## config.mk

```make
export PLATFORM = sky130hd
export DESIGN_NAME = multicycle_ctrl_flat
export DESIGN_NICKNAME = d
export VERILOG_FILES = /design/src/rtl/multicycle_ctrl_pkg.sv /design/src/rtl/multicycle_ctrl_if.sv /design/src/rtl/multicycle_ctrl_op_class.sv /design/src/rtl/multicycle_ctrl.sv /design/src/flat_wrapper.sv
export SDC_FILE = /design/constraint.sdc
export NUM_CORES = 1
export LEC_CHECK = 0
export CAP_MARGIN = 20
export CORE_MARGIN = 8
export CORE_UTILIZATION = 44
export DETAILED_ROUTE_END_ITERATION = 12
export PLACE_DENSITY = 0.76
export SKIP_LAST_GASP = 1
export SYNTH_ARGS = -nofsm -noshare
export SYNTH_HDL_FRONTEND = slang
export SYNTH_SLANG_ARGS = --single-unit
export TNS_END_PERCENT = 10
```

## constraint.sdc

```tcl
create_clock -name clk_i -period 1.7 [get_ports clk_i]
set_input_delay 0.17 -clock clk_i [delete_from_list [all_inputs] [get_ports clk_i]]
set_output_delay 0.17 -clock clk_i [all_outputs]
set_load 0.02 [all_outputs]
```

## src/rtl/multicycle_ctrl_pkg.sv

```systemverilog
// Shared types and encodings for the multicycle controller: FSM states,
// opcode constants, ALU operation codes, ALU B-operand selects and the
// control-output bundle.
package multicycle_ctrl_pkg;

   // Controller states
   typedef enum logic [2:0] {
      FETCH   = 3'd0,
      DECODE  = 3'd1,
      EXEC_R  = 3'd2,
      EXEC_I  = 3'd3,
      BRANCH  = 3'd4,
      WB      = 3'd5,
      TRAP    = 3'd6
   } state_t;

   // Instruction class derived from the opcode
   typedef enum logic [1:0] {
      CLS_R       = 2'd0,
      CLS_I       = 2'd1,
      CLS_BRANCH  = 2'd2,
      CLS_ILLEGAL = 2'd3
   } op_class_t;

   // Supported opcodes
   localparam logic [5:0] OP_RTYPE = 6'b000000;
   localparam logic [5:0] OP_BEQ   = 6'b000100;
   localparam logic [5:0] OP_BNE   = 6'b000101;
   localparam logic [5:0] OP_ADDI  = 6'b001000;
   localparam logic [5:0] OP_SLTIU = 6'b001011;
   localparam logic [5:0] OP_ORI   = 6'b001101;
   localparam logic [5:0] OP_LUI   = 6'b001111;

   // ALU operation codes
   localparam logic [2:0] ALU_R     = 3'b000;
   localparam logic [2:0] ALU_BEQ   = 3'b001;
   localparam logic [2:0] ALU_ADD   = 3'b010;
   localparam logic [2:0] ALU_SLTIU = 3'b011;
   localparam logic [2:0] ALU_LUI   = 3'b100;
   localparam logic [2:0] ALU_OR    = 3'b101;
   localparam logic [2:0] ALU_BNE   = 3'b110;

   // ALU B-operand selects
   localparam logic [1:0] SRCB_RT   = 2'b00;
   localparam logic [1:0] SRCB_FOUR = 2'b01;
   localparam logic [1:0] SRCB_IMM  = 2'b10;
   localparam logic [1:0] SRCB_BR   = 2'b11;

   // Everything the controller drives toward the datapath
   typedef struct packed {
      logic       mem_req;
      logic       ir_write;
      logic       pc_write;
      logic       pc_src;
      logic       reg_write;
      logic       reg_dst;
      logic       zero_ext;
      logic       alu_src_a;
      logic [1:0] alu_src_b;
      logic [2:0] alu_op;
      logic       illegal;
   } ctrl_t;

endpackage

```

## src/rtl/multicycle_ctrl_if.sv

```systemverilog
// Controller <-> datapath/memory signal bundle. The master side is the
// controller; the slave side is whatever supplies opcode/flags and
// consumes the controls.
interface multicycle_ctrl_if;

   logic [5:0]  instr_op_i;
   logic        zero_i;
   logic        mem_ready_i;
   logic        mem_req_o;
   logic        IRWrite_o;
   logic        PCWrite_o;
   logic        PCSrc_o;
   logic        RegWrite_o;
   logic        RegDst_o;
   logic        ZeroExt_o;
   logic        ALUSrcA_o;
   logic [1:0]  ALUSrcB_o;
   logic [2:0]  ALU_op_o;
   logic        illegal_o;
   logic [15:0] retired_o;

   modport master (
      input  instr_op_i, zero_i, mem_ready_i,
      output mem_req_o, IRWrite_o, PCWrite_o, PCSrc_o, RegWrite_o, RegDst_o,
             ZeroExt_o, ALUSrcA_o, ALUSrcB_o, ALU_op_o, illegal_o, retired_o
   );

   modport slave (
      output instr_op_i, zero_i, mem_ready_i,
      input  mem_req_o, IRWrite_o, PCWrite_o, PCSrc_o, RegWrite_o, RegDst_o,
             ZeroExt_o, ALUSrcA_o, ALUSrcB_o, ALU_op_o, illegal_o, retired_o
   );

endinterface

```

## src/rtl/multicycle_ctrl_op_class.sv

```systemverilog
// Opcode classifier: maps an opcode to its instruction class and the ALU
// operation that class/opcode needs. Purely combinational.
module mc_op_class
   import multicycle_ctrl_pkg::*;
(
   input  logic [5:0] op,
   output op_class_t  op_class,
   output logic [2:0] alu_op
);

   // Decode opcode into class and ALU code; unknown opcodes are illegal
   always_comb begin
      // NOTE: every output gets a default before the case so no path leaves it unassigned (no latch).
      op_class = CLS_ILLEGAL;
      alu_op   = ALU_R;
      unique case (op)
         OP_RTYPE: begin op_class = CLS_R;      alu_op = ALU_R;     end
         OP_ADDI:  begin op_class = CLS_I;      alu_op = ALU_ADD;   end
         OP_SLTIU: begin op_class = CLS_I;      alu_op = ALU_SLTIU; end
         OP_LUI:   begin op_class = CLS_I;      alu_op = ALU_LUI;   end
         OP_ORI:   begin op_class = CLS_I;      alu_op = ALU_OR;    end
         OP_BEQ:   begin op_class = CLS_BRANCH; alu_op = ALU_BEQ;   end
         OP_BNE:   begin op_class = CLS_BRANCH; alu_op = ALU_BNE;   end
         default:  begin op_class = CLS_ILLEGAL; alu_op = ALU_R;    end
      endcase
   end

endmodule

```

## src/rtl/multicycle_ctrl.sv

```systemverilog
// Multicycle instruction controller: FETCH/DECODE/EXEC/WB/BRANCH sequencing
// with an illegal-opcode trap and a 16-bit retired-instruction counter.
// The opcode is captured in DECODE; later states look only at that copy.
module multicycle_ctrl
   import multicycle_ctrl_pkg::*;
(
   input  logic              clk_i,
   input  logic              rst_i,
   multicycle_ctrl_if.master bus
);

   state_t      state;
   state_t      state_next;
   logic [5:0]  op_q;
   logic [15:0] retired_q;
   logic [5:0]  class_op;
   op_class_t   op_class;
   logic [2:0]  class_alu_op;
   logic        is_ori;
   logic        is_beq;
   logic        is_bne;
   ctrl_t       ctrl;
   ctrl_t       ctrl_out;

   // In DECODE the live opcode picks the next state; afterwards only the
   // latched copy matters, so later opcode changes are invisible.
   assign class_op = (state == DECODE) ? bus.instr_op_i : op_q;

   mc_op_class u_op_class (
      .op       (class_op),
      .op_class (op_class),
      .alu_op   (class_alu_op)
   );

   assign is_ori = (op_q == OP_ORI);
   assign is_beq = (op_q == OP_BEQ);
   assign is_bne = (op_q == OP_BNE);

   // State register
   always_ff @(posedge clk_i or negedge rst_i) begin
      // NOTE: sequential state uses non-blocking assignments so all flops update together.
      if (!rst_i) state <= FETCH;
      else        state <= state_next;
   end

   // Opcode capture in DECODE
   always_ff @(posedge clk_i or negedge rst_i) begin
      if (!rst_i)                op_q <= '0;
      else if (state == DECODE)  op_q <= bus.instr_op_i;
   end

   // Retirement counter: one count per completed WB or BRANCH, wraps freely
   always_ff @(posedge clk_i or negedge rst_i) begin
      if (!rst_i)                                retired_q <= '0;
      else if (state == WB || state == BRANCH)   retired_q <= retired_q + 16'd1;
   end

   // Next-state and per-state control outputs
   always_comb begin
      state_next = state;
      ctrl       = '0;
      unique case (state)
         FETCH: begin
            ctrl.mem_req   = 1'b1;
            ctrl.alu_src_b = SRCB_FOUR;
            ctrl.alu_op    = ALU_ADD;
            ctrl.ir_write  = bus.mem_ready_i;
            ctrl.pc_write  = bus.mem_ready_i;
            if (bus.mem_ready_i) state_next = DECODE;
         end
         DECODE: begin
            // Precompute the branch target into ALUOut
            ctrl.alu_src_b = SRCB_BR;
            ctrl.alu_op    = ALU_ADD;
            unique case (op_class)
               CLS_R:      state_next = EXEC_R;
               CLS_I:      state_next = EXEC_I;
               CLS_BRANCH: state_next = BRANCH;
               default:    state_next = TRAP;
            endcase
         end
         EXEC_R: begin
            ctrl.alu_src_a = 1'b1;
            ctrl.alu_src_b = SRCB_RT;
            ctrl.alu_op    = ALU_R;
            state_next     = WB;
         end
         EXEC_I: begin
            ctrl.alu_src_a = 1'b1;
            ctrl.alu_src_b = SRCB_IMM;
            ctrl.alu_op    = class_alu_op;
            ctrl.zero_ext  = is_ori;
            state_next     = WB;
         end
         WB: begin
            // Keep the execute-stage ALU setup stable while writing back
            ctrl.reg_write = 1'b1;
            ctrl.alu_src_a = 1'b1;
            if (op_class == CLS_R) begin
               ctrl.reg_dst   = 1'b1;
               ctrl.alu_src_b = SRCB_RT;
               ctrl.alu_op    = ALU_R;
            end else begin
               ctrl.alu_src_b = SRCB_IMM;
               ctrl.alu_op    = class_alu_op;
               ctrl.zero_ext  = is_ori;
            end
            state_next = FETCH;
         end
         BRANCH: begin
            ctrl.alu_src_a = 1'b1;
            ctrl.alu_src_b = SRCB_RT;
            ctrl.alu_op    = class_alu_op;
            ctrl.pc_src    = 1'b1;
            ctrl.pc_write  = (is_beq & bus.zero_i) | (is_bne & ~bus.zero_i);
            state_next     = FETCH;
         end
         TRAP: begin
            ctrl.illegal = 1'b1;
         end
         default: begin
            state_next = FETCH;
         end
      endcase
   end

   // NOTE: outputs are gated by the async reset so an abort mid-instruction
   // kills any register/PC write immediately, not at the next clock edge.
   assign ctrl_out = rst_i ? ctrl : '0;

   assign bus.mem_req_o  = ctrl_out.mem_req;
   assign bus.IRWrite_o  = ctrl_out.ir_write;
   assign bus.PCWrite_o  = ctrl_out.pc_write;
   assign bus.PCSrc_o    = ctrl_out.pc_src;
   assign bus.RegWrite_o = ctrl_out.reg_write;
   assign bus.RegDst_o   = ctrl_out.reg_dst;
   assign bus.ZeroExt_o  = ctrl_out.zero_ext;
   assign bus.ALUSrcA_o  = ctrl_out.alu_src_a;
   assign bus.ALUSrcB_o  = ctrl_out.alu_src_b;
   assign bus.ALU_op_o   = ctrl_out.alu_op;
   assign bus.illegal_o  = ctrl_out.illegal;
   assign bus.retired_o  = retired_q;

endmodule

```

## src/flat_wrapper.sv

```systemverilog
// flat-port wrapper written by rule: the top's interface ports become plain ports
module multicycle_ctrl_flat import multicycle_ctrl_pkg::*;
  (clk_i, rst_i, bus_instr_op_i, bus_zero_i, bus_mem_ready_i, bus_mem_req_o, bus_IRWrite_o, bus_PCWrite_o, bus_PCSrc_o, bus_RegWrite_o, bus_RegDst_o, bus_ZeroExt_o, bus_ALUSrcA_o, bus_ALUSrcB_o, bus_ALU_op_o, bus_illegal_o, bus_retired_o);
  multicycle_ctrl_if bus_i ();
  input  logic clk_i;
  input  logic rst_i;
  input wire logic [$bits(bus_i.instr_op_i)-1:0] bus_instr_op_i;
  input wire logic [$bits(bus_i.zero_i)-1:0] bus_zero_i;
  input wire logic [$bits(bus_i.mem_ready_i)-1:0] bus_mem_ready_i;
  output wire logic [$bits(bus_i.mem_req_o)-1:0] bus_mem_req_o;
  output wire logic [$bits(bus_i.IRWrite_o)-1:0] bus_IRWrite_o;
  output wire logic [$bits(bus_i.PCWrite_o)-1:0] bus_PCWrite_o;
  output wire logic [$bits(bus_i.PCSrc_o)-1:0] bus_PCSrc_o;
  output wire logic [$bits(bus_i.RegWrite_o)-1:0] bus_RegWrite_o;
  output wire logic [$bits(bus_i.RegDst_o)-1:0] bus_RegDst_o;
  output wire logic [$bits(bus_i.ZeroExt_o)-1:0] bus_ZeroExt_o;
  output wire logic [$bits(bus_i.ALUSrcA_o)-1:0] bus_ALUSrcA_o;
  output wire logic [$bits(bus_i.ALUSrcB_o)-1:0] bus_ALUSrcB_o;
  output wire logic [$bits(bus_i.ALU_op_o)-1:0] bus_ALU_op_o;
  output wire logic [$bits(bus_i.illegal_o)-1:0] bus_illegal_o;
  output wire logic [$bits(bus_i.retired_o)-1:0] bus_retired_o;
  assign bus_i.instr_op_i = bus_instr_op_i;
  assign bus_i.zero_i = bus_zero_i;
  assign bus_i.mem_ready_i = bus_mem_ready_i;
  assign bus_mem_req_o = bus_i.mem_req_o;
  assign bus_IRWrite_o = bus_i.IRWrite_o;
  assign bus_PCWrite_o = bus_i.PCWrite_o;
  assign bus_PCSrc_o = bus_i.PCSrc_o;
  assign bus_RegWrite_o = bus_i.RegWrite_o;
  assign bus_RegDst_o = bus_i.RegDst_o;
  assign bus_ZeroExt_o = bus_i.ZeroExt_o;
  assign bus_ALUSrcA_o = bus_i.ALUSrcA_o;
  assign bus_ALUSrcB_o = bus_i.ALUSrcB_o;
  assign bus_ALU_op_o = bus_i.ALU_op_o;
  assign bus_illegal_o = bus_i.illegal_o;
  assign bus_retired_o = bus_i.retired_o;
  multicycle_ctrl u_core (.clk_i(clk_i), .rst_i(rst_i), .bus(bus_i));
endmodule
```

### After elaboration in Yosys (flattened, before gate mapping)

Cells that the tools add are included.

* word-level logic and storage cells: 54
* output and inout port bits: 30
* flip-flop bits (word level): 25
* input bits: 10

* equality and inequality tests: 18
* bitwise logic cells: 5
* mux-type cells: 18
* reductions and logical operators: 9
* add/subtract/negate cells: 1

Operator list (count)
* 6-bit by 4-bit == test with 1-bit output (second input constant): 5
* 5-bit case mux with 5 select lines: 1
* 6-bit by 3-bit == test with 1-bit output (second input constant): 4
* 3-bit case mux with 6 select lines: 1
* 16-bit by 1-bit adder with 16-bit output (second input constant): 1
* 14-bit two-way mux: 1
* 3-bit case mux with 4 select lines: 1
* 3-bit == test (second input constant): 3
* 3-bit case mux with 3 select lines: 1
* 4-bit OR reduction: 2
* 3-bit by 2-bit == test with 1-bit output (second input constant): 2
* 6-bit zero test: 1
* 6-bit two-way mux: 1
* 2-bit case mux with 3 select lines: 1
* 1-bit two-way mux: 5
* 5-bit two-way mux: 1
* 2-bit two-way mux: 2
* 1-bit case mux with 2 select lines: 2
* 2-bit OR reduction: 2
* 3-bit by 1-bit == test with 1-bit output (second input constant): 1
* 3-bit zero test: 1
* 3-bit two-way mux: 1
* 1-bit bitwise AND: 2
* 2-bit by 1-bit == test with 1-bit output (second input constant): 1
* 7 further kinds: 8

### Depth between registers and ports, before layout

Gate-level depths: netlist (run 1).

* depth in word-level cells: 9
* mapped depth: 7
* depth with buffers taken out: 6

### Modules after synthesis

A second synthesis (run 1) with hierarchy kept.

* cells, all modules: 148
* area total of the unflattened synthesis: 1442.6 µm²

By module, submodules not included
* multicycle_ctrl: instances 1, area each 1288.7 µm², sequential area each 625.6 µm², cells an instance 126
* mc_op_class: instances 1, area each 153.9 µm², sequential area each 0.0 µm², cells an instance 22

### Worst setup path after synthesis (run 1)

OpenSTA, ideal clock, no wires.

* path type: flip-flop to output port
* from: register u_core.state[2]
* to: output port bus_RegDst_o
* setup slack: -0.330 ns
* data required time: 1.530 ns
* arrival: 1.860 ns
* stages on the path, launching flop included: 5
* buffers on the path: 1
* path through: dfrtp_1 -> clkbuf_1 -> nand2_1 -> nor3_1 -> a21boi_0

* cells in the longest elaborated chain, start to end: 9
* elaborated cells between the ends (all ways): 17
* classes of those cells: eq/ne (8); mux (5); reduce/logical (4)

Ends and longest elaborated chain
* from (decl): line multicycle_ctrl.sv:12 `state_t state;`
* from (signal assigned): line multicycle_ctrl.sv:43 `else state <= state_next;`
* 3-bit by 1-bit == test with 1-bit output: line multicycle_ctrl.sv:27 `assign class_op = (state == DECODE) ? bus.instr_op_i : op_q;`
* 6-bit two-way mux: line multicycle_ctrl.sv:27
* 6-bit by 4-bit == test with 1-bit output / 6-bit by 3-bit == test with 1-bit output (equally long branches): line multicycle_ctrl_op_class.sv:16 `unique case (op)`
* 4-bit OR reduction (no source line) / 2-bit OR reduction (equally long branches)
* 2-bit case mux with 3 select lines: line multicycle_ctrl_op_class.sv:16
* 2-bit zero test: line multicycle_ctrl.sv:99 `if (op_class == CLS_R) begin`
* 1-bit two-way mux: line multicycle_ctrl.sv:99
* 2-bit two-way mux (*): line multicycle_ctrl.sv:62 `unique case (state)`
* 14-bit two-way mux (*): line multicycle_ctrl.sv:129 `assign ctrl_out = rst_i ? ctrl : '0;`
* to (decl): line flat_wrapper.sv:15 `output wire logic [$bits(bus_i.RegDst_o)-1:0] bus_RegDst_o;`

Mark *: on every way between the ends. The rest lies on a longest branch, timed or not.

### Final worst setup path (run 1)

* from: register u_core.state[1]
* to: output port bus_ALU_op_o[2]

* cells in the longest elaborated chain, start to end: 9
* elaborated cells between the ends (all ways): 21
* classes of those cells: eq/ne (10); mux (6); reduce/logical (5)

Ends and longest elaborated chain
* 3-bit by 1-bit == test with 1-bit output (*): line multicycle_ctrl.sv:27
* 6-bit two-way mux (*): line multicycle_ctrl.sv:27
* via u_core.class_op[3]: line multicycle_ctrl.sv:16 `logic [5:0] class_op;`
* 6-bit by 4-bit == test with 1-bit output / 6-bit by 3-bit == test with 1-bit output (equally long branches): line multicycle_ctrl_op_class.sv:16
* 4-bit OR reduction (no source line) / 2-bit OR reduction (equally long branches)
* 2-bit case mux with 3 select lines: line multicycle_ctrl_op_class.sv:16
* 2-bit zero test: line multicycle_ctrl.sv:99
* 5-bit two-way mux: line multicycle_ctrl.sv:99
* 5-bit case mux with 5 select lines (*): line multicycle_ctrl.sv:62
* 14-bit two-way mux (*): line multicycle_ctrl.sv:129
* to (decl): line flat_wrapper.sv:19 `output wire logic [$bits(bus_i.ALU_op_o)-1:0] bus_ALU_op_o;`

The timed path passes the listed nets; every way through them passes the cells marked *.

==> impl_metrics.toml, run 1 <==
[sta]
clock_skew_ns = 0.0106
fmax_mhz = 467
setup_violations = 24
rsz0062_at_grt = "true"
max_slew_margin_pct = 67.7
drv_slew = 0
timing.final.ws_setup_ns = -0.441
period_minus_slack_ns = 2.14
finalHoldViolCount = 0
worst_slew_pin_slew_ns = 0.484
post-route-period-util_pct = 126

[outcome]
status = "finished, violations left"
violations = "setup timing"

[synthesis]
synthArstFlopShare_pct = 100
ys.flop_type = "dfrtp_1"
synth_cell_type_count = 42
ys_ff_latch = 25
synthesis.nets = 183
syn_area_per_cell_sq_um = 9.17
syn_inst = 169
synth-warning-count = 0
synth_area_sq_um = 1550
seq_area_frac_synth_pct = 40.4
synth_edf_count = 0

[cts]
cts_sinks = 25
clock_path_buffers = 2
clk_pin_slew_ns = 0.14
tritoncts = "built"
hold_buffers = 0
h-tree-depth = 1
clkLatencyLatePin_ns = 0.32
cts_buffers = 3
root_buffer = "clkbuf_4"

[finish]
mostFrequentLayoutCells = "52 x buf_4, 25 x clkdlybuf4s50_1, 25 x dfrtp_1"
diodes = 0
num-nets-final = 270
finalNonFillerCells = 301
layout_commonest_cell = "buf_4"
final_util_pct = 70.6
drive_gt1_share_pct = 30.2
area_delta_synth_final_pct = 53.2

[pwr]
cellPowerDensity_nw_per_um2 = 1440
leakagePower_uw = 0.00113
peakVddDrop_uv = 768

[floorplanning]
die_h_microns = 75.3
io_pins = 40
dieArea_sq_um = 5680
num_rows = 21
coreArea_sq_um = 3360
initial_core_util_pct = 46.1
die_w_microns = 75.3

[worst_setup_path]
cp_cell_sequence = "or3b_4, mux2_4, nand2b_4, and4b_1, buf_6"
regToRegEndpoint = "u_core.bus.retired_o[14]"
crit_path_top_delay_cell = "or3b_4"
critPathCaptureType = "output pin"
crit_type = "reg2out"
critPathMaxFanout = 6
cp_data_required_time_ns = 1.53
worst_ep_arrival_time_ns = 1.97
worstReg2RegStart = "u_core.state[1]"
rrSetupSlack_ns = -0.27
cp-start-kind = "flip-flop"
cpPeakStageDelay_ns = 0.44
r2r_cells = 7

[placement]
port_buffers = 39
dp_hpwl_microns = 3760
gp_congestion = 0.942
place_inst = 295

[drt]
drt_pass1_iterations = 4
wl_microns = 4640
drc_errors = 0
wl_per_cell_microns = 15.4
ant_nets = 0
vias_per_cell = 5.35
num_vias = 1609
drtIter0Drc = 80

[global_routing]
grt_pass1_vias = 1637
grt_max_degree = 16
grt-ovfl-total = 0
grt_first_pass_wirelength_microns = 7680
grtUsageTotal_pct = 17.4
grt_antenna_before_repair = 0

[hold_path]
hp-class = "in2async"

[job]
max_cap_violations = 0
-- power by group --
| part | switching, uW | internal (uW) |
|---|---|---|
| Combinational | 1080 | 1100 |
| Sequential | 185 | 768 |
| Clock | 180 | 89.8 |
| Total | 1450 | 1960 |
-- through the flow --
step                hold slack [ns]  setup WS (ns)  TNS (ns)  total power [uW]  area (sq um)
floorplan                    -0.126         -0.192    -0.722              2070          1560
global placement              0.461         -0.470     -5.26              3020          2330
detailed placement            0.470         -0.601     -5.93              3100          2330
CTS                           0.274         -0.438     -5.95              3410          2390
global route                  0.285         -0.504     -8.00              3640          2370
finish                        0.280         -0.441     -5.52              3410          2370
-- timing repair --
action,4_1_cts,5_1_grt
endpoints found under the setup margin,24,25
setup buffers,2,0
gates cloned,0,0
pin swaps,1,3
resized for setup,36,7
-- metal layers --
layer	global-route usage, %	share of wire, %	vias up
met5	0	0	-
met4	4.48	1.0	0
met3	3.82	7.0	4
met2	31.4	51	51
met1	20.1	41	773
li1	-	-	781
-- layout make-up --
| type | instances | area, sq um |
|---|---|---|
| clock inverter | 1 | 7.51 |
| clock buffer | 3 | 22.5 |
| timing repair buffer | 90 | 741 |
| tap | 46 | 57.6 |
| fill | 284 | 990 |
| inverter | 4 | 15.0 |
| sequential | 25 | 626 |
| multi-input combinational | 132 | 905 |
-- worst max-delay path: cells and delay by family, from the launching register on --
kind | cells | cell delay (ns)
simple gates | 3 | 0.76
mux | 1 | 0.34
flops | 1 | 0.43
buf+inv | 1 | 0.13
-- cell families after synthesis --
kind of cell / count (synthesis) / share of synthesized area [%]
simple gates: 74 / 25.4
compound gates: 32 / 13.8
flops: 25 / 40.4
xor+xnor: 18 / 10.2
buf+inv: 12 / 3.63
mux: 4 / 3.39
fa+ha+maj: 4 / 3.23
-- how the worst max path moves through the flow --
stage | cells after the start | end | slack [ns] | startpoint
global placement | 5 | bus_ALU_op_o[0] | -0.47 | u_core.state[1]
global route | 5 | bus_ALU_op_o[2] | -0.50 | u_core.state[1]
detailed placement | 6 | bus_ALU_op_o[1] | -0.60 | bus_instr_op_i[1]
CTS | 5 | bus_ALU_op_o[2] | -0.44 | u_core.state[1]
finish | 5 | bus_ALU_op_o[2] | -0.44 | u_core.state[1]
floorplan | 4 | bus_PCWrite_o | -0.19 | u_core.state[1]
-- sequential cells by signal, indices dropped and copies added (netlist names) --
name	flops
u_core.bus.retired_o	16
u_core.state	3
u_core.op_q	6
-- synthesized netlist by cell type, types with 3 or more instances --
| master | count | area [sq um] |
|---|---|---|
| nand2_1 | 22 | 82.6 |
| nor3_1 | 10 | 50.1 |
| xnor2_1 | 9 | 78.8 |
| nor2_1 | 6 | 22.5 |
| and2_1 | 3 | 18.8 |
| xor2_1 | 9 | 78.8 |
| nand4_1 | 5 | 31.3 |
| clkbuf_1 | 6 | 22.5 |
| nand2b_1 | 3 | 18.8 |
| nor4_1 | 3 | 18.8 |
| dfrtp_1 | 25 | 626 |
| o21ai_0 | 5 | 25.0 |
| nand3_1 | 8 | 40.0 |
| inv_1 | 4 | 15.0 |
| ha_1 | 4 | 50.1 |
| and3_1 | 3 | 18.8 |
| a21oi_1 | 9 | 45.0 |
(Power assumes the default switching activity.)
==> run 2, diff against run 1 <==
--- a/config.mk
+++ b/config.mk
@@ -6,12 +6,14 @@
 export NUM_CORES = 1
 export LEC_CHECK = 0
 export CAP_MARGIN = 20
+export CORE_ASPECT_RATIO = 1.75
 export CORE_MARGIN = 8
-export CORE_UTILIZATION = 44
+export CORE_UTILIZATION = 43
 export DETAILED_ROUTE_END_ITERATION = 12
 export PLACE_DENSITY = 0.76
 export SKIP_LAST_GASP = 1
 export SYNTH_ARGS = -nofsm -noshare
 export SYNTH_HDL_FRONTEND = slang
+export SYNTH_HIERARCHICAL = 1
 export SYNTH_SLANG_ARGS = --single-unit
 export TNS_END_PERCENT = 10
==> run 2 against run 1 <==
Compared with the run above: the flow still finishes with violations (setup timing); sequential share of layout area increased by 2.3 points; largest cell class unchanged; critical path depth rose by 5; largest power group unchanged; setup slack got worse by 0.60 ns.
==> impl_metrics.toml, run 2 <==
[cts]
cts_sinks = 25
clock_path_buffers = 2
cts_buffers = 3
clkLatencyLatePin_ns = 0.26
root_buffer = "clkbuf_8"
h-tree-depth = 1
tritoncts = "built"
clk_pin_slew_ns = 0.09

[synthesis]
synth-warning-count = 6
synth.top_cell.area_share_pct = 43.4
syn_inst = 148
synth_cell_type_count = 40
synthesis.nets = 159
yosysTopAreaCell = "dfrtp_1"
seq_area_frac_synth_pct = 43.4
ys_ff_latch = 25
ys_top_cells_by_area = "dfrtp_1 43%, xor2_1 6.1%, mux2_2 5.5%, xnor2_1 4.9%, nor2_1 3.9%"
ys.flop_type = "dfrtp_1"
syn_area_per_cell_sq_um = 9.75
synthArstFlopShare_pct = 100
synth_edf_count = 0
yosysMostFrequentCell = "dfrtp_1"
synth_area_sq_um = 1440
synth_commonest_cells = "25 x dfrtp_1, 15 x nor2_1, 11 x nand2_1"

[sta]
rsz0062_at_grt = "true"
timing.final.ws_setup_ns = -1.04
clock_skew_ns = 0.00348
finalHoldViolCount = 0
drv_slew = 0
worst_slew_pin_slew_ns = 0.396
setup_violations = 21
hold_ws_ns = 0.319
period_minus_slack_ns = 2.74
post-route-period-util_pct = 161
fmax_mhz = 365
max_slew_margin_pct = 73.4

[drt]
vias_per_cell = 5.36
drt_pass1_iterations = 4
drtIter0Drc = 27
num_vias = 1372
wl_per_cell_microns = 16.3
drc_errors = 0
ant_nets = 0
wl_microns = 4180

[worst_setup_path]
cp-start-kind = "flip-flop"
crit_type = "reg2out"
worstReg2RegStart = "u_core/state[2]"
cp_data_required_time_ns = 1.53
worst_ep_arrival_time_ns = 2.57
critPathCaptureType = "output pin"
critPathMaxFanout = 7
startpoint = "u_core/state[2]"
r2r_cells = 9

[floorplanning]
initial_core_util_pct = 43.8
die_w_microns = 59.8
io_pins = 40
num_rows = 28
die_h_microns = 92.6
dieArea_sq_um = 5540
coreArea_sq_um = 3290

[finish]
nFillCells = 291
mostFrequentLayoutCells = "33 x clkdlybuf4s50_1, 27 x buf_4, 25 x dfrtp_1"
diodes = 0
multiInputGateArea_sq_um = 820
num-nets-final = 223
layout_commonest_cell = "clkdlybuf4s50_1"
area_delta_synth_final_pct = 51.5
seq_area_sq_um = 626
largest_reg_flops = 16
finalNonFillerCells = 256
stdcell_area_sq_um = 2190
drive_gt1_share_pct = 30.8

[global_routing]
grt_max_degree = 23
grt_use_met2_pct = 29.2
grt_util_met1_pct = 14.3
grt-ovfl-total = 0
grt_use_met3_pct = 2.78
grt_antenna_before_repair = 0
grt_pass1_vias = 1497
grt_first_pass_wirelength_microns = 6560
busiest_layer = "met2"
grtUsageTotal_pct = 14.9

[placement]
place_inst = 250
dp_hpwl_microns = 3200
port_buffers = 39
place_ws_ns = -1.14
place_area_sq_um = 2080
gp_congestion = 0.794

[job]
max_cap_violations = 0

[pwr]
leakagePower_uw = 0.000964
cellPowerDensity_nw_per_um2 = 1610
total_power_uw = 3510
peakVddDrop_uv = 1170

[outcome]
violations = "setup timing"
status = "finished, violations left"

[hold_path]
hp-class = "in2async"
-- run 2: cells by family after synthesis --
logic type | count (synthesis) | synth area share (%)
buffers and inverters | 16 | 5.29
multiplexers | 8 | 6.16
AO/OA/AOI/OAI | 18 | 7.46
adder cells (fa/ha/maj) | 1 | 0.867
XOR/XNOR | 18 | 10.9
AND/OR/NAND/NOR | 62 | 25.9
flip-flops | 25 | 43.4
-- run 2: cell type report --
cell class	instances	area share [%]
flip-flops and latches	25	28.6
repair buffers	66	27.7
multi-input cells	107	37.5
inverters	9	1.55
well taps	45	2.58
clock buffers	4	2.06
-- run 2: repair_timing --
item,in CTS,in global routing
pin swaps,8,6
buffers inserted,1,1
endpoints found under the setup margin,22,25
hold buffers,0,0
gates resized for setup,36,6
-- run 2: per-layer routing --
metal / part of all wire, % / wire length [microns]
met5: 0 / 0
met4: 1.7 / 71
met3: 6.2 / 259
met2: 54 / 2250
met1: 38 / 1600
-- run 2: report_power, final --
part	internal [uW]	switching, uW
registers	766	173
clock network	167	180
logic	1090	1130
-- run 2: stage by stage --
step	util (%)	TNS [ns]
finish	66.4	-11.24
global route	66.4	-13.61
CTS	65.0	-10.42
detailed placement	63.2	-9.97
global placement	63.2	-9.09
floorplan	-	-4.57
-- run 2: path summary, 6_finish.rpt --
kind	end	slack [ns]
setup / recovery	bus_ALU_op_o[0]	-1.04
hold / removal	u_core/state[0]	0.32
setup reg to reg	u_core/state[0]	-0.44
hold reg to reg	u_core/bus.retired_o[15]	0.47
max in group asynchronous	u_core/bus.retired_o[14]	1.06
min in group clk_i	u_core/bus.retired_o[15]	0.47
-- run 2: worst max-delay path, stage by stage, from the launching register on --
cell      delay, ns
dfrtp_1        0.41
nor3_4         0.23
buf_12         0.16
mux2_4         0.33
nor4_2         0.30
o21ai_1        0.17
nor2_2         0.23
a211oi_2       0.11
o21ai_2        0.18
nor2_2         0.06
buf_6          0.13
==> run 3, diff against run 2 <==
--- a/config.mk
+++ b/config.mk
@@ -6,14 +6,13 @@
 export NUM_CORES = 1
 export LEC_CHECK = 0
 export CAP_MARGIN = 20
-export CORE_ASPECT_RATIO = 1.75
 export CORE_MARGIN = 8
-export CORE_UTILIZATION = 43
+export CORE_UTILIZATION = 44
 export DETAILED_ROUTE_END_ITERATION = 12
 export PLACE_DENSITY = 0.76
 export SKIP_LAST_GASP = 1
+export SLEW_MARGIN = 25
 export SYNTH_ARGS = -nofsm -noshare
 export SYNTH_HDL_FRONTEND = slang
-export SYNTH_HIERARCHICAL = 1
 export SYNTH_SLANG_ARGS = --single-unit
 export TNS_END_PERCENT = 10
==> results of run 3 <==
No change in the layout: final DEF, timing and power equal those of run 1.
